`config.mk`:
```
export PLATFORM = sky130hd
export DESIGN_NAME = vram_write_arbiter
export DESIGN_NICKNAME = d
export VERILOG_FILES = /design/src/rtl/vram_write_arbiter.sv
export SDC_FILE = /design/constraint.sdc
export NUM_CORES = 1
export LEC_CHECK = 0
export BUFFER_PORTS_ARGS = -buffer_cell sky130_fd_sc_hd__buf_2
export CAP_MARGIN = 40
export CORE_ASPECT_RATIO = 1.2
export CORE_MARGIN = 3
export CORE_UTILIZATION = 30
export CTS_CLUSTER_DIAMETER = 60
export DETAILED_ROUTE_END_ITERATION = 12
export SKIP_CTS_REPAIR_TIMING = 1
export SYNTH_ARGS = -nofsm -noshare
export SYNTH_HDL_FRONTEND = slang
export SYNTH_SLANG_ARGS = --single-unit
```
`constraint.sdc`:
```
create_clock -name clk -period 7.3 [get_ports clk]
set_input_delay 1.46 -clock clk [delete_from_list [all_inputs] [get_ports clk]]
set_output_delay 1.46 -clock clk [all_outputs]
set_load 0.005 [all_outputs]
```
`src/rtl/vram_write_arbiter.sv`:
```
// vram_write_arbiter: single owner of the VRAM write port; clear > brush > host, registered writes.
// Optional pixel statistics counter enabled with VRAM_ARB_STATS_EN.
module vram_write_arbiter #(
  parameter int DISPLAY_WIDTH = 240,
  parameter int DISPLAY_HEIGHT = 320,
  parameter int VRAM_W = 16,
  parameter int BRUSH = 3,
  parameter logic [VRAM_W-1:0] CLEAR_COLOR = 16'h0000,
  localparam int VRAM_L = DISPLAY_WIDTH*DISPLAY_HEIGHT,
  localparam int AW = $clog2(VRAM_L),
  localparam int XW = $clog2(DISPLAY_WIDTH),
  localparam int YW = $clog2(DISPLAY_HEIGHT)
)(
  input  logic              clk,
  input  logic              rst,
  input  logic              clear_req,
  input  logic              touch_valid,
  input  logic [XW-1:0]     touch_x,
  input  logic [YW-1:0]     touch_y,
  input  logic [VRAM_W-1:0] draw_color,
  input  logic              host_req,
  input  logic [AW-1:0]     host_addr,
  input  logic [VRAM_W-1:0] host_data,
  output logic              host_gnt,
  output logic              busy,
  output logic              vram_wr_ena,
  output logic [AW-1:0]     vram_wr_addr,
  output logic [VRAM_W-1:0] vram_wr_data
`ifdef VRAM_ARB_STATS_EN
  ,
  output logic [15:0]       pixels_painted
`endif
);
  localparam int H = BRUSH/2;
  typedef enum logic [1:0] {S_IDLE, S_CLEAR, S_BRUSH} state_t;
  state_t state, state_d;
  logic [AW-1:0] clr_cnt, clr_d, addr_d, pix_addr;
  logic [XW-1:0] bx, bx_d, lx, lx_d;
  logic [YW-1:0] by, by_d, ly, ly_d;
  logic [VRAM_W-1:0] bc, bc_d, lc, lc_d, data_d;
  logic [2:0] ox, ox_d, oy, oy_d;
  logic lv, lv_d, ena_d, in_x, in_y, dup, last_px;
  logic [XW:0] sx;
  logic [YW:0] sy;
  // Offsets run 0..BRUSH-1; subtracting H after the range test avoids signed wrap at the edges.
  assign sx = {1'b0, bx} + (XW+1)'(ox);
  assign sy = {1'b0, by} + (YW+1)'(oy);
  assign in_x = sx >= (XW+1)'(H) && sx < (XW+1)'(DISPLAY_WIDTH + H);
  assign in_y = sy >= (YW+1)'(H) && sy < (YW+1)'(DISPLAY_HEIGHT + H);
  assign pix_addr = AW'(sy - (YW+1)'(H)) * AW'(DISPLAY_WIDTH) + AW'(sx - (XW+1)'(H));
  assign dup = lv && touch_x == lx && touch_y == ly && draw_color == lc;
  assign last_px = ox == 3'(BRUSH-1) && oy == 3'(BRUSH-1);
  assign host_gnt = state == S_IDLE && !clear_req && !touch_valid;
  assign busy = state != S_IDLE;
  always_comb begin
    state_d = state;
    clr_d = clr_cnt;
    bx_d = bx;
    by_d = by;
    bc_d = bc;
    lx_d = lx;
    ly_d = ly;
    lc_d = lc;
    lv_d = lv;
    ox_d = ox;
    oy_d = oy;
    ena_d = 1'b0;
    addr_d = vram_wr_addr;
    data_d = vram_wr_data;
    case (state)
      S_CLEAR: begin
        ena_d = 1'b1;
        addr_d = clr_cnt;
        data_d = CLEAR_COLOR;
        lv_d = 1'b0;
        clr_d = clr_cnt - 1'b1;
        state_d = clr_cnt == '0 ? S_IDLE : S_CLEAR;
      end
      S_IDLE: begin
        if (clear_req) begin
          clr_d = AW'(VRAM_L-1);
          state_d = S_CLEAR;
        end else if (touch_valid) begin
          if (!dup) begin
            bx_d = touch_x;
            by_d = touch_y;
            bc_d = draw_color;
            ox_d = '0;
            oy_d = '0;
            state_d = S_BRUSH;
          end
        end else if (host_req) begin
          ena_d = {1'b0, host_addr} < (AW+1)'(VRAM_L);
          addr_d = host_addr;
          data_d = host_data;
        end
      end
      S_BRUSH: begin
        ena_d = in_x && in_y;
        addr_d = pix_addr;
        data_d = bc;
        ox_d = ox == 3'(BRUSH-1) ? 3'd0 : ox + 3'd1;
        oy_d = ox == 3'(BRUSH-1) ? oy + 3'd1 : oy;
        if (clear_req) begin
          clr_d = AW'(VRAM_L-1);
          state_d = S_CLEAR;
        end else if (last_px) begin
          lx_d = bx;
          ly_d = by;
          lc_d = bc;
          lv_d = 1'b1;
          state_d = S_IDLE;
        end
      end
      default: state_d = S_CLEAR;
    endcase
  end
  always_ff @(posedge clk or negedge rst) begin
    if (!rst) begin
      state <= S_CLEAR;
      clr_cnt <= AW'(VRAM_L-1);
      bx <= '0;
      by <= '0;
      bc <= '0;
      lx <= '0;
      ly <= '0;
      lc <= '0;
      lv <= 1'b0;
      ox <= '0;
      oy <= '0;
      vram_wr_ena <= 1'b0;
      vram_wr_addr <= '0;
      vram_wr_data <= '0;
    end else begin
      state <= state_d;
      clr_cnt <= clr_d;
      bx <= bx_d;
      by <= by_d;
      bc <= bc_d;
      lx <= lx_d;
      ly <= ly_d;
      lc <= lc_d;
      lv <= lv_d;
      ox <= ox_d;
      oy <= oy_d;
      vram_wr_ena <= ena_d;
      vram_wr_addr <= addr_d;
      vram_wr_data <= data_d;
    end
  end
`ifdef VRAM_ARB_STATS_EN
  logic [15:0] cnt;
  always_ff @(posedge clk or negedge rst) begin
    if (!rst) cnt <= '0;
    else if (state == S_CLEAR && clr_cnt == '0) cnt <= '0;
    else if (state == S_BRUSH && ena_d && cnt != 16'hFFFF) cnt <= cnt + 16'd1;
  end
  assign pixels_painted = cnt;
`endif
endmodule

```
; ---- Word level (Yosys, flattened, before mapping)
; Cells that the tools add are included.
[word_totals]
register_bits = 126
input_bits = 71
out_inout_bits = 36
word_cells = 107
[op_classes]
add_sub_neg = 8
n_mul = 1
magnitude_cmp = 5
eq_ne = 19
n_mux = 31
bitwise_logic = 2
reduce_logical = 27
[op_table]
columns = operator, n
row1 = 17-bit 2-to-1 mux, 4
row2 = 17-bit case mux with 3 select lines, 1
row3 = 16-bit 2-to-1 mux, 3
row4 = 16-bit case mux with 3 select lines, 1
row5 = 17-bit case mux with 2 select lines, 1
row6 = 17-bit adder, 1
row7 = 17-bit zero test, 1
row8 = 17-bit less-than comparator (second input constant), 1
row9 = 17-bit by 4-bit multiplier with 13-bit output (second input constant), 1
row10 = 17-bit by 1-bit subtractor with 17-bit output (second input constant), 1
row11 = 16-bit equality test, 1
row12 = 2-bit inequality test (second input constant), 8
row13 = 3-bit 2-to-1 mux, 5
row14 = 3-bit case mux with 2 select lines, 2
row15 = 4-bit AND reduction, 3
row16 = 10-bit by 1-bit subtractor with 11-bit output (second input constant), 1
row17 = 9-bit by 3-bit adder with 10-bit output, 1
row18 = 10-bit by 1-bit greater-or-equal comparator with 1-bit output (second input constant), 1
row19 = 10-bit by 9-bit less-than comparator with 1-bit output (second input constant), 1
row20 = 2-bit 2-to-1 mux, 5
row21 = 9-bit by 1-bit subtractor with 10-bit output (second input constant), 1
row22 = 8-bit by 3-bit adder with 9-bit output, 1
row23 = 9-bit equality test, 1
row24 = 9-bit by 1-bit greater-or-equal comparator with 1-bit output (second input constant), 1
row25 = other kinds (22), 46

; ---- Depth between registers and ports, before layout
; Gate-level depths: netlist (run 1).
[depth]
depth_word = 8
ltp_mapped = 29
mapped_depth_nobuf = 28

; ---- Worst setup path after synthesis (run 1)
; No wires, ideal clock.
[synth_path]
path_kind = flip-flop to flip-flop
from = register oy[0]
to = register vram_wr_addr[16]
setup_time_ns = 0.073
t_arrival_ns = 5.745
required_time_ns = 7.227
setup_slack_ns = 1.482
stages_incl_launch_ff = 28
n_path_buf = 0
period_less_slack_ns = 5.818
path_cell_list = dfrtp_1 -> ha_1 -> inv_1 -> fa_1 -> xor2_1 -> nand2_1 -> a21oi_1 -> a31oi_1 -> xnor2_1 -> inv_1 -> ha_1 -> xnor2_1 -> fa_1 -> inv_1 -> ha_1 -> o21ai_0 -> a21oi_1 -> nor2_1 -> xnor2_1 -> ha_1 -> a21o_1 -> a21oi_1 -> o21ai_0 -> a21o_1 -> a21oi_1 -> xnor3_1 -> o21ai_1 -> a21boi_2
[synth_via]
elab_chain_len = 5
[synth_rtl]
columns = item, line_no
row1 = start: declaration, 41  ; logic [2:0] ox, ox_d, oy, oy_d;
row2 = start signal: assignment, 145  ; oy <= oy_d;
row3 = 9-bit by 3-bit adder with 10-bit output, 47  ; assign sy = {1'b0, by} + (YW+1)'(oy);
row4 = 10-bit by 1-bit subtractor with 11-bit output, 50  ; assign pix_addr = AW'(sy - (YW+1)'(H)) * AW'(DISPLAY_WIDTH) + AW'(sx - (XW+1)'(H));
row5 = 17-bit by 4-bit multiplier with 13-bit output, 50
row6 = 17-bit adder, 50
row7 = 17-bit case mux with 3 select lines, 70  ; case (state)
row8 = end signal: assignment, 147  ; vram_wr_addr <= addr_d;
row9 = end: declaration, 27  ; output logic [AW-1:0] vram_wr_addr,
; No other way between the ends.
; A chain may end at the register's enable or synchronous reset.

; ---- Final worst setup path (run 1)
; Ends and elaborated chain as after synthesis.

==> results of run 1 <==
synth_stat cells, types with 8 or more instances:
library cell,number
sky130_fd_sc_hd__inv_1,51
sky130_fd_sc_hd__a21oi_1,49
sky130_fd_sc_hd__fa_1,16
sky130_fd_sc_hd__ha_1,41
sky130_fd_sc_hd__nor3_1,18
sky130_fd_sc_hd__a21o_1,9
sky130_fd_sc_hd__o21ai_0,55
sky130_fd_sc_hd__nor4_1,12
sky130_fd_sc_hd__clkbuf_1,22
sky130_fd_sc_hd__xor2_1,31
sky130_fd_sc_hd__dfstp_2,14
sky130_fd_sc_hd__nand2b_1,9
sky130_fd_sc_hd__mux2i_1,29
sky130_fd_sc_hd__mux2_2,80
sky130_fd_sc_hd__dfrtp_1,112
sky130_fd_sc_hd__nand3_1,9
sky130_fd_sc_hd__nand2_1,79
sky130_fd_sc_hd__nor2_1,50
sky130_fd_sc_hd__o31ai_1,8
sky130_fd_sc_hd__xnor2_1,62
sky130_fd_sc_hd__o21bai_1,8
sky130_fd_sc_hd__nor2b_1,9
per-layer routing:
| layer | wire length, um | track usage |
|---|---|---|
| met1 | 9820 | 0.187 |
| met2 | 9420 | 0.219 |
| met3 | 1060 | 0.0385 |
| met4 | 361 | 0.0482 |
| met5 | 51 | 0 |
registers in the layout, summed over array words and instances (netlist names), 8 cells and up:
register      count
clr_cnt          17
vram_wr_addr     17
bc               16
lc               16
vram_wr_data     16
by                9
ly                9
bx                8
lx                8
power breakdown:
part | internal [mW] | switching, mW | leakage [nW] | total (mW)
logic | 0.0835 | 0.0931 | 2.73 | 0.177
registers | 0.766 | 0.0439 | 1.62 | 0.810
clock network | 0.559 | 0.336 | 0.290 | 0.895
total | 1.41 | 0.473 | 4.64 | 1.88
critical path: stages, from the launching register on:
cell,delay [ps]
sky130_fd_sc_hd__dfrtp_1,410
sky130_fd_sc_hd__ha_1,230
sky130_fd_sc_hd__inv_1,70
sky130_fd_sc_hd__fa_1,410
sky130_fd_sc_hd__xor2_1,360
sky130_fd_sc_hd__nand2_1,230
sky130_fd_sc_hd__a21oi_1,180
sky130_fd_sc_hd__a31oi_1,60
sky130_fd_sc_hd__xnor2_1,470
sky130_fd_sc_hd__inv_1,150
sky130_fd_sc_hd__ha_1,350
sky130_fd_sc_hd__xnor2_1,150
sky130_fd_sc_hd__fa_1,510
sky130_fd_sc_hd__inv_1,40
sky130_fd_sc_hd__ha_1,320
sky130_fd_sc_hd__o21ai_0,180
sky130_fd_sc_hd__a21oi_1,80
sky130_fd_sc_hd__nor2_1,130
sky130_fd_sc_hd__xnor2_1,130
sky130_fd_sc_hd__ha_1,290
sky130_fd_sc_hd__a21o_1,210
sky130_fd_sc_hd__a21oi_1,150
sky130_fd_sc_hd__o21ai_0,150
sky130_fd_sc_hd__a21o_1,210
sky130_fd_sc_hd__a21oi_1,140
sky130_fd_sc_hd__xnor3_1,390
sky130_fd_sc_hd__o21ai_1,100
sky130_fd_sc_hd__a21boi_2,150
through the flow:
| step | instance area [um^2] | std cells | hold WS [ps] | util | setup slack [ps] |
|---|---|---|---|---|---|
| finish | 10000 | 1346 | 471 | 0.365 | 972 |
| global route | 10000 | 1346 | 489 | 0.365 | 408 |
| CTS | 10000 | 1345 | 478 | 0.365 | 945 |
| detailed placement | 9410 | 1313 | 466 | 0.342 | 973 |
| global placement | 9390 | 1312 | 456 | 0.341 | 1090 |
| floorplan | 8480 | 860 | 446 | - | 1480 |
cell families after synthesis:
kind of cell,synth area share
AND/OR/NAND/NOR,0.121
AO/OA/AOI/OAI,0.125
flip-flops,0.374
multiplexers,0.141
XOR/XNOR,0.0988
buffers and inverters,0.0412
adder cells (fa/ha/maj),0.0995
area by class of cell:
cell class | count | area [um^2]
diodes | 1 | 2.50
clock buffers | 21 | 460
clock inverters | 11 | 156
fillers | 2798 | 17500
inverters | 52 | 195
multi-input cells | 647 | 4960
flip-flops and latches | 126 | 3170
well taps | 374 | 468
repair buffers | 114 | 613
worst min-delay path by stage:
stage | depth (start not counted) | startpoint | slack (ps) | to
2_1_floorplan | 2 | lv | 450 | lv
3_3_place_gp | 2 | vram_wr_addr[4] | 460 | vram_wr_addr[4]
3_5_place_dp | 2 | vram_wr_addr[5] | 470 | vram_wr_addr[5]
4_1_cts | 2 | vram_wr_addr[5] | 480 | vram_wr_addr[5]
5_1_grt | 2 | vram_wr_addr[10] | 490 | vram_wr_addr[10]
6_report | 2 | vram_wr_addr[4] | 470 | vram_wr_addr[4]
==> results.py, run 1 <==
metrics = {
    "status": {
        "status": "complete, no violations",
    },
    "cells_and_area": {
        "num-nets-final": 1086,
        "most-common-layout-cells": "sky130_fd_sc_hd__dfrtp_1 (111), sky130_fd_sc_hd__buf_2 (105), sky130_fd_sc_hd__mux2_2 (80)",
        "post_route_cells_drive_above_1_share": 0.261,
        "synth_to_final_area_change_pct": 18.4,
        "layout.cells.most_common": "sky130_fd_sc_hd__dfrtp_1",
    },
    "synthesis": {
        "post_synth_main_area_contributors": "sky130_fd_sc_hd__dfrtp_1 (33%), sky130_fd_sc_hd__mux2_2 (11%), sky130_fd_sc_hd__xnor2_1 (6.4%)",
        "yosys_most_used_dff": "sky130_fd_sc_hd__dfrtp_1",
        "mappedNetlistArea_um2": 8480,
        "post_synth.cell_area_avg_um2": 9.86,
        "ys_ff_latch": 126,
        "post_synth_edffs": 0,
        "synth.largest_area_cell": "sky130_fd_sc_hd__dfrtp_1",
        "postSynthNetCount": 988,
        "yosysSeqAreaShare": 0.374,
        "synth.distinct_cells": 61,
        "synth_top_cell_area_share": 0.331,
        "synth-async-reset-ratio": 1.00,
        "netlist_instances": 860,
        "yosysWarnings": 0,
    },
    "sta": {
        "max_fclk_ghz": 0.158,
        "skew_ps": 15.0,
        "final_min_period_over_clock_period": 0.867,
        "finalCriticalPeriod_ps": 6330,
        "slew_violations": 0,
        "final_hold_viols": 0,
        "slew_headroom": 0.477,
        "grt_setup_unrepaired": "false",
        "setup-violations-final": 0,
        "tightestPinTransition_ps": 782,
        "totalNegativeSetupSlack_ps": 0,
    },
    "power_and_ir_drop": {
        "totalPowerFinal_mw": 1.88,
        "power_leakage_nw": 4.64,
        "power.density_nw_per_um2": 188,
        "max_vdd_drop_uv": 143,
    },
    "die": {
        "initial_core_util": 0.308,
        "fp-row-count": 66,
        "area_of_the_core_region_um2": 27500,
        "die_area_um2": 30300,
        "design.portCount": 107,
        "die-width_um": 159,
        "chipHeight_um": 190,
    },
    "hold_path": {
        "hold_path.class": "reg -> reg",
    },
    "clock_network": {
        "clock_path_buffers": 2,
        "cts_made_buffers": 17,
        "cts_tree": "done",
        "clkSlewWorstSetupHoldPaths_ps": 60,
        "tritoncts_sink_count": 126,
        "cts_root_buffer": "sky130_fd_sc_hd__clkbuf_16",
        "cts_htree_levels": 4,
        "worst_skew_pair_latency_ps": 420,
    },
    "drt": {
        "drt_iter0_drc": 269,
        "detailedRoute.firstPassIterationCount": 4,
        "drc": 0,
        "ratio_of_routed_vias_to_standard_cells": 4.77,
        "route.detailed.wl_per_inst_um": 15.4,
        "detail_route.wirelength_mm": 20.7,
        "postRouteAntennaNets": 0,
        "vias": 6423,
    },
    "worst_setup_path": {
        "r2r.worst_path.cells": 27,
        "timing_worst_setup_path_type": "reg -> reg",
        "startpoint_type": "register",
        "cp-end-kind": "register",
        "timing.critical_path.fanout_max": 5,
        "critPathArrivalTime_ps": 6670,
        "critical_path_destination": "vram_wr_addr[16]",
        "worst_r2r_endpoint": "vram_wr_addr[16]",
        "cp.required_ps": 7640,
        "regToRegStartpoint": "oy[0]",
        "r2r_slack_ps": 970,
        "setup.worst_path.start": "oy[0]",
    },
    "global_routing": {
        "antenna_found_initial": 5,
        "grt_start_max_net_pins": 66,
        "grt.total_usage": 0.140,
        "grt-ovfl-total": 0,
        "grt_pass1_wl_mm": 34.0,
        "first_global_vias": 6433,
    },
    "placed_design": {
        "port_buffers": 106,
        "post-dp-hpwl_mm": 15.6,
        "final_replace_weighted_congestion": 0.813,
    },
    "job": {
        "timing.max_cap.violations": 0,
    },
}
(Power assumes the default switching activity.)
==> inputs of run 2 (changes only) <==
--- a/config.mk
+++ b/config.mk
@@ -7,11 +7,14 @@
 export LEC_CHECK = 0
 export BUFFER_PORTS_ARGS = -buffer_cell sky130_fd_sc_hd__buf_2
 export CAP_MARGIN = 40
+export CELL_PAD_IN_SITES_DETAIL_PLACEMENT = 0
+export CELL_PAD_IN_SITES_GLOBAL_PLACEMENT = 1
 export CORE_ASPECT_RATIO = 1.2
 export CORE_MARGIN = 3
 export CORE_UTILIZATION = 30
 export CTS_CLUSTER_DIAMETER = 60
 export DETAILED_ROUTE_END_ITERATION = 12
+export PLACE_DENSITY_LB_ADDON = 0.1
 export SKIP_CTS_REPAIR_TIMING = 1
 export SYNTH_ARGS = -nofsm -noshare
 export SYNTH_HDL_FRONTEND = slang
==> results.py, run 2 (synthesis results as in run 1) <==
metrics = {
    "status": {
        "status": "complete, no violations",
    },
    "worst_setup_path": {
        "timing.critical_path.fanout_max": 5,
        "setup.worst_path.start": "oy[0]",
        "timing_worst_setup_path_type": "reg -> reg",
        "regToRegStartpoint": "oy[0]",
        "cp.required_ps": 7660,
        "cp-end-kind": "register",
        "critPathArrivalTime_ps": 6710,
        "startpoint_type": "register",
    },
    "cells_and_area": {
        "most-common-layout-cells": "sky130_fd_sc_hd__dfrtp_1 (111), sky130_fd_sc_hd__buf_2 (105), sky130_fd_sc_hd__mux2_2 (80)",
        "regArea_um2": 3170,
        "synth_to_final_area_change_pct": 18.7,
        "post_route_cells_drive_above_1_share": 0.263,
        "insertedDiodeCount": 0,
        "nFillCells": 2835,
        "num-nets-final": 1087,
        "largestRegisters": "clr_cnt (17), vram_wr_addr (17)",
        "layout.cells.most_common": "sky130_fd_sc_hd__dfrtp_1",
        "area_of_the_multi_input_gates_um2": 4960,
    },
    "drt": {
        "vias": 6422,
        "detail_route.wirelength_mm": 22.7,
        "drt_iter0_drc": 246,
        "postRouteAntennaNets": 0,
        "drc": 0,
        "route.detailed.wl_per_inst_um": 16.9,
        "detailedRoute.firstPassIterationCount": 6,
        "ratio_of_routed_vias_to_standard_cells": 4.77,
    },
    "global_routing": {
        "grt_start_max_net_pins": 66,
        "grt-ovfl-total": 0,
        "first_global_vias": 6593,
        "grt.total_usage": 0.154,
        "antenna_found_initial": 2,
        "grt_pass1_wl_mm": 36.9,
    },
    "placed_design": {
        "post-place-ws_ps": 907,
        "port_buffers": 106,
        "post-dp-hpwl_mm": 16.9,
        "final_replace_weighted_congestion": 0.751,
    },
    "power_and_ir_drop": {
        "max_vdd_drop_uv": 106,
        "power.density_nw_per_um2": 192,
        "power_leakage_nw": 4.66,
    },
    "sta": {
        "fin_hold_ws_ps": 472,
        "slew_headroom": 0.460,
        "final.setup.worst_slack_ps": 955,
        "tightestPinTransition_ps": 808,
        "final_min_period_over_clock_period": 0.869,
        "slew_violations": 0,
        "grt_setup_unrepaired": "false",
        "finalCriticalPeriod_ps": 6350,
        "setup-violations-final": 0,
        "max_fclk_ghz": 0.158,
        "skew_ps": 21.6,
        "final_hold_viols": 0,
        "totalNegativeSetupSlack_ps": 0,
    },
    "die": {
        "fp-row-count": 66,
        "die-width_um": 159,
        "design.portCount": 107,
        "area_of_the_core_region_um2": 27500,
        "die_area_um2": 30300,
        "initial_core_util": 0.308,
        "chipHeight_um": 190,
    },
    "clock_network": {
        "worst_skew_pair_latency_ps": 430,
        "clock_path_buffers": 2,
        "cts_tree": "done",
        "tritoncts_sink_count": 126,
        "cts_htree_levels": 4,
        "clkSlewWorstSetupHoldPaths_ps": 70,
        "cts_made_buffers": 17,
        "cts_root_buffer": "sky130_fd_sc_hd__clkbuf_16",
    },
    "job": {
        "timing.max_cap.violations": 0,
    },
    "hold_path": {
        "timing.hold.worst.start": "vram_wr_addr[14]",
        "hold_path.class": "reg -> reg",
    },
}
run 2: worst max-delay path, cell delays in order (launching register included):
cell                       delay (ps)
sky130_fd_sc_hd__dfrtp_1          410
sky130_fd_sc_hd__ha_1             230
sky130_fd_sc_hd__inv_1             70
sky130_fd_sc_hd__fa_1             420
sky130_fd_sc_hd__xor2_1           370
sky130_fd_sc_hd__nand2_1          240
sky130_fd_sc_hd__a21oi_1          190
sky130_fd_sc_hd__a31oi_1           60
sky130_fd_sc_hd__xnor2_1          470
sky130_fd_sc_hd__inv_1            140
sky130_fd_sc_hd__ha_1             350
sky130_fd_sc_hd__xnor2_1          150
sky130_fd_sc_hd__fa_1             510
sky130_fd_sc_hd__inv_1             40
sky130_fd_sc_hd__ha_1             310
sky130_fd_sc_hd__o21ai_0           90
sky130_fd_sc_hd__a21oi_1          200
sky130_fd_sc_hd__nor2_1            80
sky130_fd_sc_hd__xnor2_1          130
sky130_fd_sc_hd__ha_1             330
sky130_fd_sc_hd__a21o_1           210
sky130_fd_sc_hd__a21oi_1          140
sky130_fd_sc_hd__o21ai_0          140
sky130_fd_sc_hd__a21o_1           210
sky130_fd_sc_hd__a21oi_1          140
sky130_fd_sc_hd__xnor3_1          400
sky130_fd_sc_hd__o21ai_1          110
sky130_fd_sc_hd__a21boi_2         160
run 2: final cells by class:
cell class              count  share of cell area
multi-input cells         647               0.493
clock inverters            15              0.0218
flip-flops and latches    126               0.315
clock buffers              17              0.0423
repair buffers            115              0.0613
inverters                  52              0.0194
well taps                 374              0.0465
run 2: worst paths after layout:
path	to	slack, ps	cells past startpoint
min in group asynchronous	vram_wr_addr[3]	1040	1
max in group asynchronous	by[0]	5170	3
max	vram_wr_addr[16]	950	27
min reg2reg	vram_wr_addr[14]	470	2
max reg2reg	vram_wr_addr[16]	950	27
min	vram_wr_addr[14]	470	2
run 2: metrics by stage:
stage                     utilization  area [um^2]  cells  power, mW
after floorplan                     -         8480    860      0.901
after global placement          0.342         9400   1313       1.01
after detailed placement        0.342         9420   1314       1.01
after CTS                       0.366        10100   1346       1.97
after global routing            0.366        10100   1346       2.03
final                           0.366        10100   1346       1.94
run 2: where the power goes:
group / internal (mW) / total, mW / switching, mW / leakage (nW)
Sequential: 0.765 / 0.816 / 0.0506 / 1.62
Combinational: 0.0830 / 0.173 / 0.0899 / 2.73
Clock: 0.559 / 0.948 / 0.389 / 0.313
run 2: routing by layer:
layer	GRT usage	vias up	routed length, um
li1	-	3219	-
met1	0.206	3049	10700
met2	0.250	127	10700
met3	0.0346	23	908
met4	0.0475	4	452
met5	0	-	16
==> inputs of run 3 (changes only) <==
--- a/config.mk
+++ b/config.mk
@@ -5,7 +5,6 @@
 export SDC_FILE = /design/constraint.sdc
 export NUM_CORES = 1
 export LEC_CHECK = 0
-export BUFFER_PORTS_ARGS = -buffer_cell sky130_fd_sc_hd__buf_2
 export CAP_MARGIN = 40
 export CELL_PAD_IN_SITES_DETAIL_PLACEMENT = 0
 export CELL_PAD_IN_SITES_GLOBAL_PLACEMENT = 1
@@ -14,8 +13,10 @@
 export CORE_UTILIZATION = 30
 export CTS_CLUSTER_DIAMETER = 60
 export DETAILED_ROUTE_END_ITERATION = 12
+export DONT_BUFFER_PORTS = 1
 export PLACE_DENSITY_LB_ADDON = 0.1
 export SKIP_CTS_REPAIR_TIMING = 1
 export SYNTH_ARGS = -nofsm -noshare
 export SYNTH_HDL_FRONTEND = slang
 export SYNTH_SLANG_ARGS = --single-unit
+export TNS_END_PERCENT = 5
==> results.py, run 3 (synthesis results as in run 1) <==
metrics = {
    "worst_setup_path": {
        "timing.critical_path.fanout_max": 5,
        "r2r_slack_ps": 850,
        "startpoint_type": "register",
        "critPathArrivalTime_ps": 6800,
        "r2r.worst_path.cells": 27,
        "cp-end-kind": "register",
        "crit_path_top_delay_cell": "sky130_fd_sc_hd__fa_1",
        "cp.required_ps": 7660,
        "slowest_delay_ps": 510,
        "timing_worst_setup_path_type": "reg -> reg",
    },
    "clock_network": {
        "cts_tree": "done",
        "clock_path_buffers": 2,
        "tritoncts_sink_count": 126,
        "cts_root_buffer": "sky130_fd_sc_hd__clkbuf_16",
        "worst_skew_pair_latency_ps": 420,
        "clkSlewWorstSetupHoldPaths_ps": 60,
        "cts_made_buffers": 17,
        "cts_htree_levels": 4,
    },
    "cells_and_area": {
        "num-nets-final": 978,
        "layout.cells.most_common": "sky130_fd_sc_hd__dfrtp_1",
        "nFillCells": 2821,
        "post_route_cells_drive_above_1_share": 0.170,
        "most-common-layout-cells": "sky130_fd_sc_hd__dfrtp_1 (111), sky130_fd_sc_hd__mux2_2 (80), sky130_fd_sc_hd__nand2_1 (79)",
        "stdcell_count": 1237,
        "largestRegisters": "clr_cnt (17), vram_wr_addr (17)",
        "design_area_um2": 9490,
        "synth_to_final_area_change_pct": 11.9,
        "insertedDiodeCount": 0,
    },
    "global_routing": {
        "grt-ovfl-total": 0,
        "grt.total_usage": 0.151,
        "antenna_found_initial": 0,
        "grt_start_max_net_pins": 127,
        "first_global_vias": 6461,
        "grt_pass1_wl_mm": 36.1,
    },
    "drt": {
        "drt_iter0_drc": 219,
        "route.detailed.wl_per_inst_um": 18.0,
        "drc": 0,
        "postRouteAntennaNets": 0,
        "detail_route.wirelength_mm": 22.3,
        "vias": 6077,
        "detailedRoute.firstPassIterationCount": 6,
        "ratio_of_routed_vias_to_standard_cells": 4.91,
    },
    "sta": {
        "grt_setup_unrepaired": "false",
        "max_fclk_ghz": 0.155,
        "skew_ps": 11.2,
        "final_min_period_over_clock_period": 0.883,
        "setup-violations-final": 0,
        "totalNegativeSetupSlack_ps": 0,
        "slew_violations": 0,
        "final_hold_viols": 0,
        "finalCriticalPeriod_ps": 6450,
        "tightestPinTransition_ps": 782,
        "fin_hold_ws_ps": 484,
        "slew_headroom": 0.478,
    },
    "job": {
        "timing.max_cap.violations": 0,
    },
    "power_and_ir_drop": {
        "comb_power_share": 0.057,
        "power.switching_mw": 0.436,
        "power.internal_mw": 1.41,
        "max_vdd_drop_uv": 130,
        "totalPowerFinal_mw": 1.85,
        "clockPowerShare": 0.498,
        "power_leakage_nw": 4.20,
        "power.density_nw_per_um2": 195,
        "sw_frac_of_total": 0.236,
        "p_seq_frac": 0.445,
    },
    "placed_design": {
        "dpl_cell_area_um2": 8840,
        "post-dp-hpwl_mm": 16.9,
        "port_buffers": 0,
        "final_replace_weighted_congestion": 0.816,
        "place.detailed.instances": 1205,
    },
    "die": {
        "initial_core_util": 0.308,
        "die_area_um2": 30300,
        "fp-row-count": 66,
        "design.portCount": 107,
        "area_of_the_core_region_um2": 27500,
        "die-width_um": 159,
        "chipHeight_um": 190,
    },
    "status": {
        "status": "complete, no violations",
    },
    "hold_path": {
        "hold_path.class": "reg -> reg",
        "timing.hold.worst_path_depth": 2,
    },
}
-- run 3: changes by cell type in the layout (fill, tap and decap cells not counted), sizes merged --
cell and delta:
buf -109, bufinv +1, clkbuf +2, clkinv +5
clkinvlp +1, inv -9
-- run 3: final timing paths --
| path | startpoint | endpoint |
|---|---|---|
| max in group asynchronous | rst | lx[0] |
| worst max-delay path | oy[0] | vram_wr_addr[16] |
| min in group asynchronous | rst | clr_cnt[15] |
| worst min register to register | lv | lv |
| worst min-delay path | lv | lv |
| worst max register to register | oy[0] | vram_wr_addr[16] |
-- run 3: power by group through the flow --
stage	logic [mW]	registers, mW	clock network (mW)
floorplan	0.0870	0.814	0
global placement	0.105	0.836	0
detailed placement	0.107	0.836	0
CTS	0.108	0.823	0.941
global route	0.121	0.832	0.971
finish	0.105	0.822	0.919
-- run 3: area by class of cell --
| type | count | area [um^2] | area share |
|---|---|---|---|
| Clock inverter | 13 | 189 | 0.0199 |
| Multi-Input combinational cell | 647 | 4960 | 0.523 |
| Clock buffer | 19 | 453 | 0.0477 |
| Inverter | 52 | 195 | 0.0206 |
| Tap cell | 374 | 468 | 0.0493 |
| Sequential cell | 126 | 3170 | 0.334 |
| Timing Repair Buffer | 6 | 45.0 | 0.00475 |
-- run 3: worst max-delay path: cells and delay by family (launching register included) --
family	cells	cell delay, ps
fa+ha+maj	6	2200
simple gates	2	310
xor+xnor	5	1530
flops	1	420
compound gates	11	1670
buf+inv	3	270
-- run 3: per-stage QoR --
stage	util	setup slack, ps
2_1_floorplan	-	1480
4_1_cts	0.345	848
6_report	0.345	854
5_1_grt	0.345	305
3_5_place_dp	0.322	837
3_3_place_gp	0.322	1050
-- run 3: layer usage --
metal,share of wire,GRT usage
met5,0,0
met4,0.024,0.0498
met3,0.052,0.0422
met2,0.49,0.260
met1,0.44,0.183
